$ cat src/rtl/iobus_ctrl.sv
// Decodes one master IO request onto N_SLOTS peripheral windows and returns data/status on a four-phase ready handshake.
// Hit: strobes after the request edge and ready after the slot_ready edge; miss: ready one cycle after request; ready held until request drops.
module iobus_ctrl #(
  parameter int IO_ADDR_WIDTH = 8,
  parameter int IO_DATA_WIDTH = 32,
  parameter int N_SLOTS       = 4,
  parameter logic [N_SLOTS*IO_ADDR_WIDTH-1:0] SLOT_BASE = {8'hB0, 8'hA0, 8'h90, 8'h80},
  parameter logic [N_SLOTS*IO_ADDR_WIDTH-1:0] SLOT_MASK = {4{8'hF0}},
  parameter int TIMEOUT       = 16
) (
  input  logic                               clk,
  input  logic                               rst,
  input  logic                               read,
  input  logic                               write,
  input  logic [IO_ADDR_WIDTH-1:0]           addr,
  input  logic [IO_DATA_WIDTH-1:0]           wdata,
  output logic [IO_DATA_WIDTH-1:0]           rdata,
  output logic                               ready,
  output logic                               err,
  output logic [N_SLOTS-1:0]                 slot_sel,
  output logic                               slot_read,
  output logic                               slot_write,
  output logic [IO_ADDR_WIDTH-1:0]           slot_addr,
  output logic [IO_DATA_WIDTH-1:0]           slot_wdata,
  input  logic [N_SLOTS*IO_DATA_WIDTH-1:0]   slot_rdata,
  input  logic [N_SLOTS-1:0]                 slot_ready
);

  localparam int CW = $clog2(TIMEOUT + 1);

  typedef enum logic [1:0] {IDLE, ACCESS, DONE} state_t;

  state_t                     state;
  logic   [CW-1:0]            cnt;
  logic                       hit;
  logic   [N_SLOTS-1:0]       hit_oh;
  logic   [IO_ADDR_WIDTH-1:0] hit_off;
  logic                       sel_ready;
  logic   [IO_DATA_WIDTH-1:0] sel_rdata;

  // Scan from the top so the lowest-index matching window overrides the rest.
  always_comb begin
    hit     = 1'b0;
    hit_oh  = '0;
    hit_off = '0;
    for (int i = N_SLOTS - 1; i >= 0; i--) begin
      if ((addr & SLOT_MASK[i*IO_ADDR_WIDTH +: IO_ADDR_WIDTH]) ==
          SLOT_BASE[i*IO_ADDR_WIDTH +: IO_ADDR_WIDTH]) begin
        hit       = 1'b1;
        hit_oh    = '0;
        hit_oh[i] = 1'b1;
        hit_off   = addr & ~SLOT_MASK[i*IO_ADDR_WIDTH +: IO_ADDR_WIDTH];
      end
    end
  end

  always_comb begin
    sel_ready = |(slot_sel & slot_ready);
    sel_rdata = '0;
    for (int i = 0; i < N_SLOTS; i++) begin
      if (slot_sel[i]) sel_rdata = sel_rdata | slot_rdata[i*IO_DATA_WIDTH +: IO_DATA_WIDTH];
    end
  end

  always_ff @(posedge clk or posedge rst) begin
    if (rst) begin
      state      <= IDLE;
      cnt        <= '0;
      rdata      <= '0;
      ready      <= 1'b0;
      err        <= 1'b0;
      slot_sel   <= '0;
      slot_read  <= 1'b0;
      slot_write <= 1'b0;
      slot_addr  <= '0;
      slot_wdata <= '0;
    end else begin
      case (state)
        IDLE: begin
          if (read && write) begin
            state <= DONE;
            ready <= 1'b1;
            err   <= 1'b1;
            rdata <= '0;
          end else if (read || write) begin
            if (hit) begin
              state      <= ACCESS;
              slot_sel   <= hit_oh;
              slot_read  <= read;
              slot_write <= write;
              slot_addr  <= hit_off;
              slot_wdata <= wdata;
              cnt        <= '0;
            end else begin
              state <= DONE;
              ready <= 1'b1;
              err   <= 1'b1;
              rdata <= '0;
            end
          end
        end
        ACCESS: begin
          if (sel_ready || cnt == CW'(TIMEOUT - 1)) begin
            // A ready arriving on the last allowed cycle still counts as success.
            state      <= DONE;
            ready      <= 1'b1;
            err        <= !sel_ready;
            rdata      <= (sel_ready && slot_read) ? sel_rdata : '0;
            slot_sel   <= '0;
            slot_read  <= 1'b0;
            slot_write <= 1'b0;
          end else if (cnt != '1) begin
            cnt <= cnt + 1'b1;
          end
        end
        DONE: begin
          if (!read && !write) begin
            state <= IDLE;
            ready <= 1'b0;
            err   <= 1'b0;
            rdata <= '0;
          end
        end
        default: state <= IDLE;
      endcase
    end
  end

endmodule

$ cat config.mk
export PLATFORM = sky130hd
export DESIGN_NAME = iobus_ctrl
export DESIGN_NICKNAME = d
export VERILOG_FILES = /design/src/rtl/iobus_ctrl.sv
export SDC_FILE = /design/constraint.sdc
export NUM_CORES = 1
export LEC_CHECK = 0
export CORE_AREA = 5 5 120 99
export DETAILED_ROUTE_END_ITERATION = 7
export DIE_AREA = 0 0 125 104
export HOLD_SLACK_MARGIN = 0.15
export PLACE_DENSITY = 0.85
export SLEW_MARGIN = 10
export SYNTH_ARGS = -nofsm -noshare
export SYNTH_HDL_FRONTEND = slang
export SYNTH_SLANG_ARGS = --single-unit
$ cat constraint.sdc
create_clock -name clk -period 5.07 [get_ports clk]
set_clock_uncertainty 0.1 [all_clocks]
set_input_delay 1.521 -clock clk [delete_from_list [all_inputs] [get_ports clk]]
set_output_delay 1.521 -clock clk [all_outputs]
set_load 0.05 [all_outputs]
==> run_results.csv <==
group,metric,value,unit
run_status,run_status,"completed",
power,ir_drop,0.000166,V
route,num_vias,4338,
sta,slew_headroom,0.383,
clock_tree,clk_latency,0.33,ns
clock_tree,clockRootBuffer,"clkbuf_16",
sta,rsz0062_at_grt,"no",
setup_path,cp.arrival,1.93,ns
yosys,ys_ff_latch,83,
yosys,synth_area_per_cell,9.55,sq um
power,p_total,2630,uW
route,post-route-drc-count,0,
clock_tree,cts_resized,0,
clock_tree,clk_pin_slew,0.07,ns
setup_path,worst_setup_path_start_kind,"flop",
yosys,ys_dominant_reg_cell,"dfrtp_1",
clock_tree,cts_setup_buffers,0,
power,p_clk_frac,0.232,
sta,hold_viol,0,
placement,io_buffers,251,
sta,tightestPinTransition,0.925,ns
yosys,synth_cells,430,
route,drtIter0Drc,210,
yosys,synth_area,0.00411,sq mm
die,io_pins,256,
placement,dp_hpwl,11.4,mm
sta,min_period,3.56,ns
grt,grt_pass1_wl,23.5,mm
die,dieWidth,125,um
setup_path,crit_type,"flop to primary output",
setup_path,cp_max_fo,36,
final_layout,fin_cells,812,
die,start_util,0.388,
route,first_pass_iters,5,
placement,finalWeightedCongestion,0.848,
grt,grt_max_degree,54,
power,power.internal,1580,uW
clock_tree,cts_tree,"done",
die,core-area,0.0106,sq mm
power,power.net_switching,1050,uW
route,avgRoutedWirePerCell,18.3,um
sta,hold_slack,0.372,ns
final_layout,final_layout_size_suffix_gt1_frac,0.0479,
sta,max_clock_freq,281,MHz
die,fp.dieH,104,um
yosys,synth-seq-area-share,0.506,
power,switching_share,0.400,
placement,place_inst,796,
route,ant_nets,0,
grt,grtUsageTotal,0.223,
grt,grt_pass1_vias,4543,
sta,setup_violations,0,
grt,gr-total-overflow,0,
clock_tree,cts_hold_buf,0,
sta,final.period_utilization,0.701,
hold_path,hp-class,"flop to flop",
sta,slew_viol_final,0,
yosys,synthArstFlopShare,1.00,
route,viasPerCell,5.34,
clock_tree,htreeDepth,3,
final_layout,n_antenna_cell,0,
job,cap_viol_max_count,0,
setup_path,cp.required,3.45,ns
grt,antenna_found_initial,0,
final_layout,nets,842,
placement,dpl_worst_slack,1.34,ns
setup_path,rrSetupSlack,2.51,ns
yosys,yosysWarnings,0,
die,row_count,34,
power,p_leak,0.00292,uW
power,comb_power_share,0.446,
sta,setup_slack,1.51,ns
sta,tns,0,ns
die,dieArea,0.0130,sq mm
final_layout,area_growth,70.5,%
clock_tree,clock-sinks,83,
power,pwr-share-seq,0.322,
setup_path,crit_path_end_kind,"primary output",
power,power_density,376,mW/mm^2
clock_tree,numCtsBuffers,9,
clock_tree,clk_path_buf_depth,2,
yosys,synth_edf_count,0,
route,routed_wl,14.9,mm
yosys,synthDistinctLibCells,38,
final cells by class:
cell class              count  area [sq um]
fillers                   825          3590
clock buffers              10           229
well taps                 144           180
flip-flops and latches     83          2080
clock inverters             6          48.8
repair buffers            260          2580
multi-input cells         271          1740
inverters                  38           144
cells by family after synthesis:
logic type,synth area share
fa+ha+maj,0.00914
simple gates,0.142
xor+xnor,0.00213
buf+inv,0.0799
flops,0.506
other cells,0.000913
compound gates,0.260
layout by cell type (no fill, tap or decap), drive strengths merged:
| master | count |
|---|---|
| nor3 | 1 |
| ha | 3 |
| buf | 9 |
| nor2b | 1 |
| o32ai | 32 |
| conb | 4 |
| a21o | 1 |
| clkdlybuf4s50 | 251 |
| o31ai | 3 |
| a211o | 1 |
| nor2 | 8 |
| nand2 | 108 |
| nand3b | 2 |
| clkinvlp | 3 |
| nor4 | 1 |
| clkbuf | 10 |
| nand3 | 9 |
| or3b | 1 |
| a41oi | 1 |
| a21oi | 6 |
| and3 | 1 |
| o21ai | 5 |
| nand2b | 2 |
| xnor2 | 1 |
| inv | 39 |
| o2bb2ai | 2 |
| a221oi | 33 |
| or4 | 3 |
| o22ai | 1 |
| a22oi | 2 |
| a31oi | 1 |
| dfrtp | 83 |
| a22o | 38 |
| clkinv | 2 |
critical path: stages (launching register included):
cell and delay [ns]:
dfrtp_1 0.33, buf_4 0.36, clkdlybuf4s50_1 0.89
flip-flops by register name, indices dropped and copies added (netlist names):
signal      flops
cnt             5
state           2
slot_sel        4
slot_read       1
err             1
slot_write      1
slot_addr       4
slot_wdata     32
ready           1
rdata          32
through the flow:
step | instance area (sq um) | util
floorplan | 4120 | -
global placement | 6720 | 0.635
detailed placement | 6720 | 0.635
CTS | 7000 | 0.661
global route | 7000 | 0.661
finish | 7000 | 0.661
synth_stat cells (2+ instances only):
| cell | count | area share |
|---|---|---|
| a21oi_1 | 5 | 0.0061 |
| a221oi_1 | 33 | 0.070 |
| a22o_1 | 38 | 0.081 |
| a22oi_1 | 2 | 0.0037 |
| buf_2 | 4 | 0.0049 |
| buf_4 | 5 | 0.0091 |
| clkbuf_1 | 31 | 0.028 |
| dfrtp_1 | 83 | 0.51 |
| ha_1 | 3 | 0.0091 |
| inv_1 | 38 | 0.035 |
| nand2_1 | 108 | 0.099 |
| nand2b_1 | 2 | 0.0030 |
| nand3_1 | 9 | 0.011 |
| nor2_1 | 8 | 0.0073 |
| o21ai_0 | 3 | 0.0037 |
| o2bb2ai_1 | 2 | 0.0043 |
| o31ai_1 | 2 | 0.0037 |
| o32ai_1 | 32 | 0.068 |
| or4_1 | 3 | 0.0055 |
metal layers:
layer,wire length [um],global-route usage
met5,0,0
met4,292,0.0728
met3,1430,0.0791
met2,7400,0.389
met1,5750,0.254
power by group through the flow:
stage               clock (uW)  sequential, uW  combinational, uW
floorplan                    0            1220                353
global placement             0             852               1160
detailed placement           0             861               1180
CTS                        627             849               1190
global route               659             861               1250
finish                     609             849               1170
worst paths after layout:
path / start / to / cells past startpoint
max in group asynchronous: rst / slot_wdata[23] / 3
hold / removal: slot_wdata[8] / slot_wdata[8] / 2
setup reg to reg: cnt[0] / slot_sel[0] / 8
min in group asynchronous: rst / slot_wdata[6] / 2
hold reg to reg: slot_wdata[8] / slot_wdata[8] / 2
setup / recovery: slot_sel[2] / slot_sel[2] / 2
Note: power is estimated with default switching activity, not from simulation.
